<file path="src/rtl/booth_pkg.sv">
// Shared types for the Booth multiply scheduler: FSM states, Booth op codes and helpers.
package booth_pkg;

    typedef enum logic [1:0] {
        ST_IDLE = 2'd0,
        ST_ITER = 2'd1,
        ST_DONE = 2'd2
    } state_e;

    typedef enum logic [1:0] {
        OP_NOP = 2'd0,
        OP_ADD = 2'd1,
        OP_SUB = 2'd2
    } booth_op_e;

    // Requester index width; never narrower than one bit.
    function automatic int unsigned id_width(input int unsigned n);
        return (n > 1) ? $clog2(n) : 1;
    endfunction

    function automatic booth_op_e booth_decode(input logic q0, input logic q_1);
        case ({q0, q_1})
            2'b10:   return OP_SUB;
            2'b01:   return OP_ADD;
            default: return OP_NOP;
        endcase
    endfunction

endpackage

</file>
<file path="src/rtl/booth_step.sv">
// One radix-2 Booth iteration: conditional add/subtract of M into A, then an
// arithmetic shift right of {A, Q, q_1}.
module booth_step
    import booth_pkg::*;
#(
    parameter int WIDTH = 4
) (
    input  logic [WIDTH:0]   a_i,
    input  logic [WIDTH-1:0] q_i,
    input  logic             q1_i,
    input  logic [WIDTH-1:0] m_i,
    output logic [WIDTH:0]   a_o,
    output logic [WIDTH-1:0] q_o,
    output logic             q1_o
);

    logic [WIDTH:0] m_ext;
    logic [WIDTH:0] sum;
    booth_op_e      op;

    assign m_ext = {m_i[WIDTH-1], m_i};
    assign op    = booth_decode(q_i[0], q1_i);

    always_comb begin
        case (op)
            OP_ADD:  sum = a_i + m_ext;
            OP_SUB:  sum = a_i - m_ext;
            default: sum = a_i;
        endcase
    end

    assign a_o  = {sum[WIDTH], sum[WIDTH:1]};
    assign q_o  = {sum[0], q_i[WIDTH-1:1]};
    assign q1_o = q_i[0];

endmodule

</file>
<file path="src/rtl/booth_mul_sched.sv">
// Round-robin scheduler sharing one iterative Booth multiplier among N_REQ requesters.
// Optional BOOTH_SCHED_PERF_EN adds perf_ops_o, a saturating count of response handshakes.
module booth_mul_sched
    import booth_pkg::*;
#(
    parameter int   N_REQ = 4,
    parameter int   WIDTH = 4,
    localparam int  IDW   = id_width(N_REQ)
) (
    input  logic                   clk,
    input  logic                   rst_n,
    input  logic [N_REQ-1:0]       req_valid_i,
    output logic [N_REQ-1:0]       req_ready_o,
    input  logic [N_REQ*WIDTH-1:0] req_m_i,
    input  logic [N_REQ*WIDTH-1:0] req_q_i,
    output logic                   rsp_valid_o,
    input  logic                   rsp_ready_i,
    output logic [IDW-1:0]         rsp_id_o,
    output logic [2*WIDTH-1:0]     rsp_product_o,
    output logic                   busy_o
`ifdef BOOTH_SCHED_PERF_EN
    ,
    output logic [15:0]            perf_ops_o
`endif
);

    localparam int CW = $clog2(WIDTH + 1);

    state_e           state_q;
    logic [IDW-1:0]   ptr_q, ptr_d;
    logic [CW-1:0]    cnt_q;
    logic [IDW-1:0]   id_q;
    logic [WIDTH-1:0] m_q;
    logic [WIDTH:0]   a_q;
    logic [WIDTH-1:0] qr_q;
    logic             q1_q;
    logic             rsp_valid_q;
    logic             busy_q;

    logic             grant_found;
    logic [IDW-1:0]   grant_idx;
    logic [IDW-1:0]   cand;
    logic             req_hs;
    logic [WIDTH-1:0] sel_m, sel_q;
    logic [WIDTH:0]   a_nxt;
    logic [WIDTH-1:0] q_nxt;
    logic             q1_nxt;

    // First valid requester at or after the pointer, wrapping around.
    always_comb begin
        grant_found = 1'b0;
        grant_idx   = '0;
        cand        = '0;
        for (int k = 0; k < N_REQ; k++) begin
            cand = IDW'((int'(ptr_q) + k) % N_REQ);
            if (!grant_found && req_valid_i[cand]) begin
                grant_found = 1'b1;
                grant_idx   = cand;
            end
        end
    end

    assign ptr_d  = (int'(grant_idx) == N_REQ - 1) ? '0 : grant_idx + IDW'(1);
    assign req_hs = (state_q == ST_IDLE) && grant_found;
    assign sel_m  = req_m_i[int'(grant_idx)*WIDTH +: WIDTH];
    assign sel_q  = req_q_i[int'(grant_idx)*WIDTH +: WIDTH];

    always_comb begin
        req_ready_o = '0;
        if (req_hs) begin
            req_ready_o[grant_idx] = 1'b1;
        end
    end

    booth_step #(
        .WIDTH (WIDTH)
    ) u_step (
        .a_i  (a_q),
        .q_i  (qr_q),
        .q1_i (q1_q),
        .m_i  (m_q),
        .a_o  (a_nxt),
        .q_o  (q_nxt),
        .q1_o (q1_nxt)
    );

    always_ff @(posedge clk or negedge rst_n) begin
        if (!rst_n) begin
            state_q     <= ST_IDLE;
            ptr_q       <= '0;
            cnt_q       <= '0;
            id_q        <= '0;
            m_q         <= '0;
            a_q         <= '0;
            qr_q        <= '0;
            q1_q        <= 1'b0;
            rsp_valid_q <= 1'b0;
            busy_q      <= 1'b0;
        end else begin
            unique case (state_q)
                ST_IDLE: begin
                    if (req_hs) begin
                        m_q     <= sel_m;
                        a_q     <= '0;
                        qr_q    <= sel_q;
                        q1_q    <= 1'b0;
                        cnt_q   <= CW'(WIDTH);
                        id_q    <= grant_idx;
                        ptr_q   <= ptr_d;
                        busy_q  <= 1'b1;
                        state_q <= ST_ITER;
                    end
                end
                ST_ITER: begin
                    a_q   <= a_nxt;
                    qr_q  <= q_nxt;
                    q1_q  <= q1_nxt;
                    cnt_q <= cnt_q - CW'(1);
                    if (cnt_q == CW'(1)) begin
                        rsp_valid_q <= 1'b1;
                        state_q     <= ST_DONE;
                    end
                end
                ST_DONE: begin
                    if (rsp_ready_i) begin
                        rsp_valid_q <= 1'b0;
                        busy_q      <= 1'b0;
                        state_q     <= ST_IDLE;
                    end
                end
                default: state_q <= ST_IDLE;
            endcase
        end
    end

    assign rsp_valid_o   = rsp_valid_q;
    assign rsp_id_o      = id_q;
    assign rsp_product_o = {a_q[WIDTH-1:0], qr_q};
    assign busy_o        = busy_q;

`ifdef BOOTH_SCHED_PERF_EN
    logic [15:0] perf_q;

    always_ff @(posedge clk or negedge rst_n) begin
        if (!rst_n) begin
            perf_q <= '0;
        end else if (rsp_valid_q && rsp_ready_i && (perf_q != 16'hFFFF)) begin
            perf_q <= perf_q + 16'd1;
        end
    end

    assign perf_ops_o = perf_q;
`endif

endmodule

</file>
<file path="config.mk">
export PLATFORM = sky130hd
export DESIGN_NAME = booth_mul_sched
export DESIGN_NICKNAME = d
export VERILOG_FILES = /design/src/rtl/booth_pkg.sv /design/src/rtl/booth_step.sv /design/src/rtl/booth_mul_sched.sv
export SDC_FILE = /design/constraint.sdc
export NUM_CORES = 1
export LEC_CHECK = 0
export BUFFER_PORTS_ARGS = -buffer_cell sky130_fd_sc_hd__buf_2
export CORE_MARGIN = 2
export CORE_UTILIZATION = 55
export CTS_BUF_LIST = sky130_fd_sc_hd__clkbuf_8
export DETAILED_ROUTE_END_ITERATION = 6
export PLACE_DENSITY = 0.94
export SLEW_MARGIN = 20
export SYNTH_ARGS = -nofsm -noshare
export SYNTH_HDL_FRONTEND = slang
export SYNTH_SLANG_ARGS = --single-unit
export TNS_END_PERCENT = 20
</file>
<file path="constraint.sdc">
create_clock -name clk -period 4.67 [get_ports clk]
set_input_delay 0.7005 -clock clk [delete_from_list [all_inputs] [get_ports clk]]
set_output_delay 0.7005 -clock clk [all_outputs]
set_load 0.005 [all_outputs]
</file>
==> out/qor.csv <==
metric,value,unit
layout_min_cycle_time,2.85,ns
rows,20,
worst_slew_margin_rel,49.2,%
cts_repair_resize_count,0,
floorplan.initialDensity,56.1,%
synth_sequential_area_ratio,35.9,%
most-common-layout-cells,"sky130_fd_sc_hd__buf_2, sky130_fd_sc_hd__dfrtp_1, sky130_fd_sc_hd__nand2_1",
finish.net_count,285,
power.ir.vdd_worst,0.000328,V
synthArstFlopShare,100,%
root_buffer,sky130_fd_sc_hd__clkbuf_8,
ys.flop_type,sky130_fd_sc_hd__dfrtp_1,
worst_clock_skew,0.00688,ns
cts_sink_count,24,
overflow,0,
cap_viol_max_count,0,
final_layout_size_suffix_gt1_share,31.9,%
post_drt_via_cell_ratio,5.65,
port_buffers,54,
crit-reg2reg-launch,qr_q[0],
crit_start,req_valid_i[0],
final.period_utilization,60.9,%
cts_tree,done,
yosysUniqueCellTypes,36,
power_density,741,nW/um^2
finalWeightedCongestion,0.859,
wl,3.86,mm
floorplan.die_area,3500,um^2
synth-edff-count,0,
register_area,601,um^2
diodes,0,
grt_setup_unrepaired,false,
worstHoldPathType,input port to async pin,
cp.arrival,2.15,ns
fin_worst_hold_slack,0.398,ns
dpl.hpwl,2.92,mm
maxClockFrequency,0.351,GHz
detailroute.via_count,1497,
cts_htree_levels,1,
drt_drc_violations_left,0,
run_status,finished clean,
ys_ff_latch,24,
timing_max_transition_violations_final,0,
most_common_library_cell_in_the_layout_ignoring_fill_and_taps,sky130_fd_sc_hd__buf_2,
report.final.setup_viol,0,
avgSynthCellArea,9.29,um^2
first_global_vias,1457,
path_max_fanout,19,
die_width,59.1,um
floorplan.core_area,2980,um^2
cts.path.max_buffers,2,
post-cts-setup-buffers,0,
post_cts_hold_buffer_count,0,
multiInputGateArea,951,um^2
io_pins,55,
data_required_time_of_the_critical_path,3.97,ns
antenna_left,0,
post_synth_inst_count,180,
critical_path.endpoint_type,output pin,
synth.cell_area,1670,um^2
clk_pin_slew_worst_setup_hold_paths,0.09,ns
worst_skew_pair.late_latency,0.27,ns
total_negative_setup_slacks,0,ns
hold_violations,0,
die_h,59.1,um
flow.area_growth_from_synthesis,20.2,%
fillerInstances,225,
first_pass_grt_wire_length,6.42,mm
drt_pass1_iterations,4,
crit_type,input port to output pin,
total_leakage_power,0.00106,uW
drt_first_iter_violations,38,
grt_max_degree,25,
postSynthNetCount,232,
initial_antenna_violation_count,0,
transition_time_at_the_pin_with_the_least_slew_margin,0.759,ns
number_of_buffers_created_by_cts,3,
grt_use_total,24.1,%
yosysWarnings,0,
critPathLaunchType,input port,
routedWlPerCell,14.6,um
==> power breakdown <==
part	total [uW]	leakage [uW]	switching [uW]	internal, uW
registers	400	0.000285	91.5	309
logic	904	0.000739	493	411
clock network	185	0.0000357	70.4	115
==> per-layer routing <==
metal | track usage (%) | vias to the layer above | share of wire (%)
met3 | 2.40 | 10 | 5.6
met1 | 29.0 | 687 | 40
met4 | 10.1 | 0 | 2.9
met5 | 0 | - | 0
li1 | - | 732 | -
met2 | 43.7 | 68 | 52
==> flip-flops by register name, summed over array words and instances, names as in the netlist <==
name	count
rsp_id_o	2
cnt_q	3
rsp_valid_o	1
q1_q	1
ptr_q	2
a_q	4
qr_q	4
busy_o	1
state_q	2
m_q	4
==> worst max-delay path, cell delays in order <==
cell and delay [ns]:
sky130_fd_sc_hd__buf_2 0.11, sky130_fd_sc_hd__a21o_1 0.17, sky130_fd_sc_hd__a21oi_1 0.13, sky130_fd_sc_hd__o22a_1 0.14, sky130_fd_sc_hd__buf_4 0.28, sky130_fd_sc_hd__inv_1 0.13, sky130_fd_sc_hd__ha_1 0.20, sky130_fd_sc_hd__and3_1 0.15
sky130_fd_sc_hd__buf_2 0.12
==> final cells by class <==
type / instances / share of cell area, %
clock buffers: 3 / 2.05
multi-input cells: 132 / 47.3
well taps: 33 / 2.05
repair buffers: 56 / 14.2
inverters: 16 / 2.99
flip-flops and latches: 24 / 29.9
clock inverters: 1 / 1.49
==> worst paths after layout <==
kind	endpoint	slack [ns]	depth (start not counted)
worst max-delay path	req_ready_o[1]	1.82	9
worst min-delay path	qr_q[2]	0.40	1
worst max register to register	a_q[3]	2.15	9
worst min register to register	rsp_id_o[1]	0.50	2
max in group asynchronous	a_q[1]	3.91	1
min in group clk	rsp_id_o[1]	0.50	2
==> per-stage QoR <==
stage               std cells  setup slack [ns]  total power [uW]  utilization, %  instance area (um^2)
floorplan                 180              2.14              1080               -                  1670
global placement          261              1.91              1240            65.1                  1940
detailed placement        261              1.83              1290            65.1                  1940
CTS                       265              1.82              1490            67.5                  2010
global route              265              1.70              1620            67.5                  2010
finish                    265              1.82              1490            67.5                  2010
==> synth_stat cells (all sizes together), types with 4 or more instances <==
master,instances,area [um^2]
o21ai,14,70.1
and3,4,25.0
nor2,11,43.8
nand2,19,71.3
dfrtp,24,601
ha,12,150
inv,16,60.1
a21oi,15,86.3
mux2i,16,160
buf,5,48.8
mux2,9,101
o22ai,8,50.1
==> cells by family after synthesis <==
kind of cell               share of synthesized area [%]
and+or+nand+nor                                     11.4
buffers and inverters                               7.19
muxes                                               15.6
adders and majority gates                           10.2
DFF                                                 35.9
xor gates and xnor gates                            2.62
AOI/OAI and AO/OA                                   17.1
Power figures use the tool's default switching activity.
